[src/rtl/wb_stage.sv]
// Writeback stage: selects load vs ALU data for the register-file write port, keeps a
// one-entry forwarding register, registers the retire record and counts retired instructions.
module wb_stage #(
   parameter int unsigned CNT_W  = 64,
   parameter bit          FWD_EN = 1'b1
) (
   input  logic             i_clk,
   input  logic             i_rst,
   input  logic             i_vld,
   input  logic             i_mem_reg,
   input  logic [31:0]      i_res,
   input  logic [31:0]      i_dmem_rdata,
   input  logic [4:0]       i_rd_waddr,
   input  logic             i_rd_wen,
   input  logic [31:0]      i_inst,
   input  logic [31:0]      i_pc,
   input  logic [31:0]      i_nxt_pc,
   input  logic             i_break,
   input  logic             i_resume,
   output logic [4:0]       o_rd_waddr,
   output logic [31:0]      o_rd_wdata,
   output logic             o_rd_wen,
   output logic             o_fwd_vld,
   output logic [4:0]       o_fwd_waddr,
   output logic [31:0]      o_fwd_wdata,
   output logic             o_retire,
   output logic [31:0]      o_retire_pc,
   output logic [31:0]      o_retire_inst,
   output logic [31:0]      o_retire_nxt_pc,
   output logic [CNT_W-1:0] o_instret,
   output logic             o_halt
);

   typedef enum logic {RUN = 1'b0, HALT = 1'b1} state_t;

   state_t             state_q, state_d;
   logic               accept;
   logic [31:0]        wdata;
   logic               rd_wen;
   logic               fwd_vld_q;
   logic [4:0]         fwd_waddr_q;
   logic [31:0]        fwd_wdata_q;
   logic               retire_q;
   logic [31:0]        retire_pc_q, retire_inst_q, retire_nxt_pc_q;
   logic [CNT_W-1:0]   instret_q, instret_d;

   // accept looks at the current state, so an entry arriving with i_resume in HALT is dropped
   assign accept = i_vld & (state_q == RUN);
   assign wdata  = i_mem_reg ? i_dmem_rdata : i_res;
   assign rd_wen = accept & i_rd_wen & (i_rd_waddr != 5'd0);

   assign o_rd_waddr = i_rd_waddr;
   assign o_rd_wdata = wdata;
   assign o_rd_wen   = rd_wen;

   always_comb begin
      state_d = state_q;
      case (state_q)
         RUN:     if (accept & i_break) state_d = HALT;
         HALT:    if (i_resume)         state_d = RUN;
         default: state_d = RUN;
      endcase
   end

   // counter wraps silently at all-ones
   assign instret_d = accept ? instret_q + 1'b1 : instret_q;

   always_ff @(posedge i_clk or posedge i_rst) begin
      if (i_rst) begin
         state_q         <= RUN;
         fwd_vld_q       <= 1'b0;
         fwd_waddr_q     <= 5'd0;
         fwd_wdata_q     <= 32'd0;
         retire_q        <= 1'b0;
         retire_pc_q     <= 32'd0;
         retire_inst_q   <= 32'd0;
         retire_nxt_pc_q <= 32'd0;
         instret_q       <= '0;
      end else begin
         state_q   <= state_d;
         fwd_vld_q <= FWD_EN & rd_wen;
         if (rd_wen) begin
            fwd_waddr_q <= i_rd_waddr;
            fwd_wdata_q <= wdata;
         end
         retire_q <= accept;
         if (accept) begin
            retire_pc_q     <= i_pc;
            retire_inst_q   <= i_inst;
            retire_nxt_pc_q <= i_nxt_pc;
         end
         instret_q <= instret_d;
      end
   end

   assign o_fwd_vld       = fwd_vld_q;
   assign o_fwd_waddr     = fwd_waddr_q;
   assign o_fwd_wdata     = fwd_wdata_q;
   assign o_retire        = retire_q;
   assign o_retire_pc     = retire_pc_q;
   assign o_retire_inst   = retire_inst_q;
   assign o_retire_nxt_pc = retire_nxt_pc_q;
   assign o_instret       = instret_q;
   assign o_halt          = (state_q == HALT);

endmodule

[config.mk]
export PLATFORM = sky130hd
export DESIGN_NAME = wb_stage
export DESIGN_NICKNAME = d
export VERILOG_FILES = /design/src/rtl/wb_stage.sv
export SDC_FILE = /design/constraint.sdc
export NUM_CORES = 1
export LEC_CHECK = 0
export BUFFER_PORTS_ARGS = -buffer_cell sky130_fd_sc_hd__buf_2
export CORE_AREA = 2 2 159 161
export DETAILED_ROUTE_END_ITERATION = 10
export DIE_AREA = 0 0 161 163
export PLACE_DENSITY = 0.65
export SETUP_SLACK_MARGIN = 0.4
export SLEW_MARGIN = 15
export SYNTH_ARGS = -nofsm -noshare
export SYNTH_HDL_FRONTEND = slang
export SYNTH_SLANG_ARGS = --single-unit
[constraint.sdc]
create_clock -name i_clk -period 5.4 [get_ports i_clk]
set_input_delay 0.27 -clock i_clk [delete_from_list [all_inputs] [get_ports i_clk]]
set_output_delay 0.27 -clock i_clk [all_outputs]
set_load 0.02 [all_outputs]
==> results of run 1 <==
==> placed cells by master, fill, tap and decap left out, types with 2 or more instances in the layout <==
cell type	count
sky130_fd_sc_hd__inv_12	2
sky130_fd_sc_hd__clkinv_8	4
sky130_fd_sc_hd__and3_1	4
sky130_fd_sc_hd__clkinv_4	2
sky130_fd_sc_hd__nor4_4	5
sky130_fd_sc_hd__inv_8	3
sky130_fd_sc_hd__nand3_1	22
sky130_fd_sc_hd__nor2_1	21
sky130_fd_sc_hd__mux2_2	68
sky130_fd_sc_hd__inv_6	3
sky130_fd_sc_hd__diode_2	2
sky130_fd_sc_hd__nor4_1	3
sky130_fd_sc_hd__dfrtp_1	200
sky130_fd_sc_hd__and4_1	2
sky130_fd_sc_hd__xor2_1	28
sky130_fd_sc_hd__nor3_2	2
sky130_fd_sc_hd__nor3_1	13
sky130_fd_sc_hd__clkbuf_16	17
sky130_fd_sc_hd__nand3_2	2
sky130_fd_sc_hd__nand4_2	2
sky130_fd_sc_hd__buf_4	4
sky130_fd_sc_hd__buf_2	409
sky130_fd_sc_hd__inv_1	12
sky130_fd_sc_hd__nand4_4	2
sky130_fd_sc_hd__nand4_1	20
sky130_fd_sc_hd__and2_1	2
sky130_fd_sc_hd__nor4_2	3
sky130_fd_sc_hd__nand2_1	315
sky130_fd_sc_hd__xnor2_1	35
sky130_fd_sc_hd__dlygate4sd3_1	5
==> state kept, by name, summed over array words and instances (netlist names) <==
register	count
o_fwd_vld	1
o_retire_nxt_pc	32
o_halt	1
o_instret	64
o_fwd_wdata	32
o_retire	1
o_retire_pc	32
o_fwd_waddr	5
o_retire_inst	32
==> worst max-delay path: cells and delay by family, from the launching register on <==
family / cells / cell delay (ns)
simple gates: 1 / 0.26
compound gates: 1 / 0.17
flops: 1 / 0.38
buf+inv: 4 / 0.98
==> power groups by stage <==
stage	sequential (mW)	clock (mW)	combinational, mW
detailed placement	1.85	0	1.01
finish	1.82	1.30	0.995
floorplan	2.12	0	0.320
global route	1.85	1.42	1.07
CTS	1.83	1.35	1.01
global placement	1.85	0	0.999
==> stage by stage <==
step	hold WS (ns)	total power, mW	instance area [sq um]	worst slack, ns	util, %
2_1_floorplan	0.3664	2.436	8511	2.542	-
4_1_cts	0.0005294	4.184	11510	2.814	46.66
5_1_grt	0.005014	4.340	11520	2.672	46.68
3_5_place_dp	0.3034	2.861	10850	3.122	43.97
3_3_place_gp	0.3015	2.844	10850	3.175	43.97
6_report	0.02293	4.119	11520	2.910	46.68
==> final timing paths <==
check	start	endpoint	slack [ns]	cells past startpoint
max reg2reg	o_halt	o_instret[59]	3.13	5
min	i_pc[16]	o_retire_pc[16]	0.02	3
max	o_halt	o_rd_wen	2.91	6
max in group asynchronous	i_rst	o_retire_inst[11]	3.68	4
min in group asynchronous	i_rst	o_instret[23]	0.39	3
min reg2reg	o_retire_pc[13]	o_retire_pc[13]	0.47	2
==> layout make-up <==
| class | instances | share of cell area, % |
|---|---|---|
| diodes | 2 | 0.04345 |
| clock buffers | 18 | 3.813 |
| clock inverters | 14 | 1.521 |
| inverters | 14 | 0.4997 |
| multi-input cells | 557 | 28.44 |
| flip-flops and latches | 200 | 43.45 |
| well taps | 330 | 3.585 |
| repair buffers | 419 | 18.64 |
==> cell families (layout without fill, tap and decap cells) <==
| logic type | Yosys count | in the layout | share of synthesized area (%) |
|---|---|---|---|
| buffers and inverters | 52 | 465 | 2.750 |
| and+or+nand+nor | 422 | 422 | 22.52 |
| muxes | 68 | 68 | 9.001 |
| DFF | 200 | 200 | 58.83 |
| other | 0 | 2 | 0 |
| AOI/OAI and AO/OA | 3 | 3 | 0.2647 |
| adders and majority gates | 1 | 1 | 0.1471 |
| xor gates and xnor gates | 63 | 63 | 6.486 |
==> layer usage <==
metal	GRT usage (%)	share of wire (%)	vias up
li1	-	-	3413
met5	0	0.045	-
met3	5.042	6.4	21
met4	4.748	1.6	2
met2	30.90	48	254
met1	23.84	44	3372
==> impl_metrics.ini, run 1 <==
[pwr]
cellPowerDensity_nw_per_um2 = 357.6
irDropWorstVdd_v = 0.0001642
net-switching-power_mw = 1.417
combinationalPowerShare_pct = 24.2
power.sequential.fraction_pct = 44.3
cell_internal_pwr_mw = 2.702
power.share.switching_pct = 34.40
p_leak_nw = 6.335
power_frac_clock_pct = 31.5

[global_route]
grt_usage_pct = 18.48
grt_start_max_net_pins = 183
grt_first_pass_wirelength_um = 38110
gr-total-overflow = 0
antenna_violations_before_repair = 3
first_global_vias = 7035

[place]
detailed_place_hpwl_um = 18410
place.port_buffers = 409
post-place-cells = 1515
placer_s_final_routability_congestion_estimate = 0.8402

[route]
routed_via_density = 4.544
detailedRoute.firstPassIterationCount = 4
route.vias.total = 7062
detailedRoute.firstIterationViolations = 337
remaining_drc_errors = 0
wl_per_cell_um = 15.78
final_antenna_net_count = 0
totalWireLength_um = 24520

[finish]
final.fill_count = 2421
final_cells = 1554
syn_to_final_growth_pct = 35.39
multi_input_area_sq_um = 3276
seq_area_sq_um = 5005
ratio_of_cells_with_drive_above_1_in_the_final_layout_pct = 43.62
nNetsFinal = 1382

[die]
core.rowCount = 58
initial_utilization_pct = 34.48
dieWidth_um = 161
io_pins = 410
die_area_sq_um = 26240
die_y_um = 163
core_area_sq_um = 24670

[setup_path]
timing.critical_path.arrival_ns = 2.22
timing.critical_path.to_type = primary output
worst_setup_path_category = register to primary output
startpoint_type = register
critical_path.max_fanout = 38
worstPathCellList = nand2b_4 -> clkinv_2 -> o211ai_1 -> buf_4 -> inv_1 -> buf_2
slowest_stage = sky130_fd_sc_hd__buf_4
slowest_cell_delay_on_critical_path_ns = 0.43
worst_ep_required_time_ns = 5.13

[timing]
finalHoldViolCount = 0
worst_slew_margin_rel_pct = 34.09
slew_viol_final = 0
finalSetupTns_ns = 0
achievable-frequency_mhz = 401.5
post-route-period-util_pct = 46.12
post-route-min-period_ns = 2.490
fin_skew_ns = 0.01536
report.final.setup_viol = 0
rsz0062_at_grt = false
tightestPinTransition_ns = 0.9886

[yosys]
synth_enable_flop_cells = 0
async_reset_ff_share_pct = 100.0
yosys-top-cells-area = sky130_fd_sc_hd__dfrtp_1 (59%), sky130_fd_sc_hd__nand2_1 (14%), sky130_fd_sc_hd__mux2_2 (9.0%)
syn_avg_cell_area_sq_um = 10.52
post-synth-top-area-cell = sky130_fd_sc_hd__dfrtp_1
synthesis.area_sq_um = 8507
ys_seq_area_share_pct = 58.83
synth-warning-count = 0
syn_inst = 809
yosys.cell_types.count = 33
synthMostInstantiatedCell = sky130_fd_sc_hd__nand2_1
synthFlopType = sky130_fd_sc_hd__dfrtp_1
number_of_storage_elements_in_the_synthesis_netlist = 200
post_synthesis_net_count = 982
synthTopCellsByCount = sky130_fd_sc_hd__nand2_1 (315), sky130_fd_sc_hd__dfrtp_1 (200), sky130_fd_sc_hd__mux2_2 (68)
synth.top_cell.area_share_pct = 58.83

[clocking]
clock-root-buffer = sky130_fd_sc_hd__clkbuf_16
cts.repair.resized = 0
tritoncts = done
numCtsBuffers = 17
clock-sinks = 200
cts_post_setup_buffers_inserted = 0
h-tree-depth = 4
clock_insertion_delay_at_the_later_pin_of_the_skew_report_ns = 0.43
clockBufferDepth = 2
cts_hold_buffers = 5
clk_transition_reported_paths_ns = 0.09

[worst_hold_path]
worstHoldPathType = primary input to register

[status]
status = finished clean

[flow_run]
cap_viol_max_count = 0
(Power assumes the default switching activity.)
==> inputs of run 2 (changes only) <==
--- a/config.mk
+++ b/config.mk
@@ -6,10 +6,9 @@
 export NUM_CORES = 1
 export LEC_CHECK = 0
 export BUFFER_PORTS_ARGS = -buffer_cell sky130_fd_sc_hd__buf_2
-export CORE_AREA = 2 2 159 161
+export CORE_AREA = 2 2 158 160
 export DETAILED_ROUTE_END_ITERATION = 10
-export DIE_AREA = 0 0 161 163
-export PLACE_DENSITY = 0.65
+export DIE_AREA = 0 0 160 162
 export SETUP_SLACK_MARGIN = 0.4
 export SLEW_MARGIN = 15
 export SYNTH_ARGS = -nofsm -noshare
==> constraint.sdc (replaced) <==
create_clock -name i_clk -period 2.4 [get_ports i_clk]
set_input_delay 0.12 -clock i_clk [delete_from_list [all_inputs] [get_ports i_clk]]
set_output_delay 0.12 -clock i_clk [all_outputs]
set_load 0.02 [all_outputs]
==> run 2 against run 1 <==
Net effect: critical path depth did not move; count of clock-buffer cells in the layout fell by 1; setup slack got worse by 2.4 ns; design area rose by 12%; core utilization rose by 6.9 points; register-to-register slack got worse by 2.7 ns; critical path type is now register to register; largest power group unchanged.
==> impl_metrics.ini, run 2 (synthesized netlist as in run 1, its figures left out) <==
[timing]
post-route-period-util_pct = 80.82
slew_viol_final = 0
report.final.setup_viol = 0
fin_skew_ns = 0.01457
postLayoutSetupSlackWorst_ns = 0.4603
tightestPinTransition_ns = 1.097
finalHoldViolCount = 0
worst_slew_margin_rel_pct = 26.88
achievable-frequency_mhz = 515.5
rsz0062_at_grt = true
holdWs_ns = 0.05376
post-route-min-period_ns = 1.940

[route]
wl_per_cell_um = 16.02
final_antenna_net_count = 0
routed_via_density = 4.577
totalWireLength_um = 26890
detailedRoute.firstPassIterationCount = 4
remaining_drc_errors = 0
detailedRoute.firstIterationViolations = 408
route.vias.total = 7681

[global_route]
gr-total-overflow = 0
first_global_vias = 7621
grt_start_max_net_pins = 103
grt_usage_pct = 20.35
antenna_violations_before_repair = 2
grt_first_pass_wirelength_um = 41420

[worst_hold_path]
worstHoldPathType = primary input to register
hold_crit_start = i_res[23]

[setup_path]
startpoint_type = register
r2r_cells = 6
crit-reg2reg-launch = o_halt
timing.critical_path.arrival_ns = 2.25
worst_ep_required_time_ns = 2.71
critical_path.max_fanout = 11
worstReg2RegEnd = o_fwd_waddr[2]
timing.critical_path.to = o_fwd_waddr[2]
r2r_slack_ns = 0.46
timing.critical_path.to_type = register
crit_start = o_halt
worst_setup_path_category = register to register

[clocking]
clockBufferDepth = 2
clk_transition_reported_paths_ns = 0.08
clock_insertion_delay_at_the_later_pin_of_the_skew_report_ns = 0.44
tritoncts = done
clock-root-buffer = sky130_fd_sc_hd__clkbuf_16
h-tree-depth = 4
clock-sinks = 200
numCtsBuffers = 17

[flow_run]
cap_viol_max_count = 0

[die]
io_pins = 410
core.rowCount = 57
initial_utilization_pct = 35.29
dieWidth_um = 160
die_y_um = 162
die_area_sq_um = 25920
core_area_sq_um = 24110

[finish]
final_common_cell = sky130_fd_sc_hd__buf_2
syn_to_final_growth_pct = 51.77
most-common-layout-cells = sky130_fd_sc_hd__buf_2 (410), sky130_fd_sc_hd__nand2_1 (315), sky130_fd_sc_hd__dfrtp_1 (195)
final_cells = 1678
number_of_flip_flops_under_the_largest_register_name = 64
nNetsFinal = 1512
ratio_of_cells_with_drive_above_1_in_the_final_layout_pct = 42.83
final_core_util_pct = 53.56

[place]
place.port_buffers = 409
placer_s_final_routability_congestion_estimate = 0.8330
post-place-cells = 1517
detailed_place_hpwl_um = 18930
post-place-ws_ns = 0.3100

[pwr]
cellPowerDensity_nw_per_um2 = 741.8
p_leak_nw = 6.945
irDropWorstVdd_v = 0.0004390

[status]
status = finished clean
[run 2: cell types whose count changed in the layout (fill, tap and decap cells not counted), moves of 2 or more]
cell                            delta
sky130_fd_sc_hd__buf_12            +4
sky130_fd_sc_hd__buf_4            +23
sky130_fd_sc_hd__dfrtp_1           -5
sky130_fd_sc_hd__dfrtp_2           +5
sky130_fd_sc_hd__dlygate4sd3_1   +100
sky130_fd_sc_hd__nand3_1           -2
sky130_fd_sc_hd__nand3_4           +2
sky130_fd_sc_hd__nor3_1            -5
sky130_fd_sc_hd__nor3_2            +5
sky130_fd_sc_hd__nor4_1            -3
sky130_fd_sc_hd__nor4_2            +2
[run 2: area by class of cell]
cell class                      count  area (sq um)
Fill cell                        2191         11190
Sequential cell                   200          5011
Timing Repair Buffer              549          3442
Multi-Input combinational cell    557          3363
Clock buffer                       17         425.4
Tap cell                          324         405.4
Clock inverter                     15         201.4
Inverter                           14         57.56
Antenna cell                        2         5.005
[run 2: worst min-delay path by stage]
stage                      endpoint  cells after the start
CTS                 o_fwd_wdata[23]                      3
global route        o_fwd_wdata[23]                      3
detailed placement    o_instret[24]                      2
finish              o_fwd_wdata[23]                      3
floorplan                    o_halt                      1
global placement     o_fwd_wdata[2]                      2
[run 2: report_power, final]
part           total, mW  switching (mW)  internal (mW)
clock               3.00            1.49           1.52
combinational       2.45            1.50          0.945
sequential          4.13           0.282           3.84
[run 2: stage by stage]
step | setup TNS (ns) | cell area, sq um | power, mW
detailed placement | 0 | 10950 | 6.456
global placement | 0 | 10950 | 6.428
global route | 0 | 12910 | 10.08
floorplan | -61.67 | 8512 | 5.482
finish | 0 | 12910 | 9.578
CTS | 0 | 12640 | 9.655
[run 2: per-layer routing]
metal  vias to the layer above  track usage, %  part of all wire (%)
li1                       3682               -                     -
met3                        42           5.720                   6.8
met2                       294           33.73                    48
met1                      3663           25.72                    43
met4                         0           7.084                   2.5
met5                         -               0                     0
[run 2: critical path, stage by stage (launching register included)]
cell and delay (ns):
sky130_fd_sc_hd__dfrtp_1 0.41, sky130_fd_sc_hd__nand2b_4 0.18, sky130_fd_sc_hd__clkinv_2 0.08, sky130_fd_sc_hd__o211ai_1 0.18
sky130_fd_sc_hd__clkbuf_16 0.22, sky130_fd_sc_hd__a32o_1 0.20, sky130_fd_sc_hd__dlygate4sd3_1 0.55
[run 2: repair_timing]
item                                    4_1_cts  5_1_grt
gates cloned                                  0        1
hold buffers                                105        0
pin swaps                                     1        9
endpoints found under the setup margin        3       34
gates resized for setup                       1       21
hold endpoints to repair                    117        0
buffers inserted                              1       20
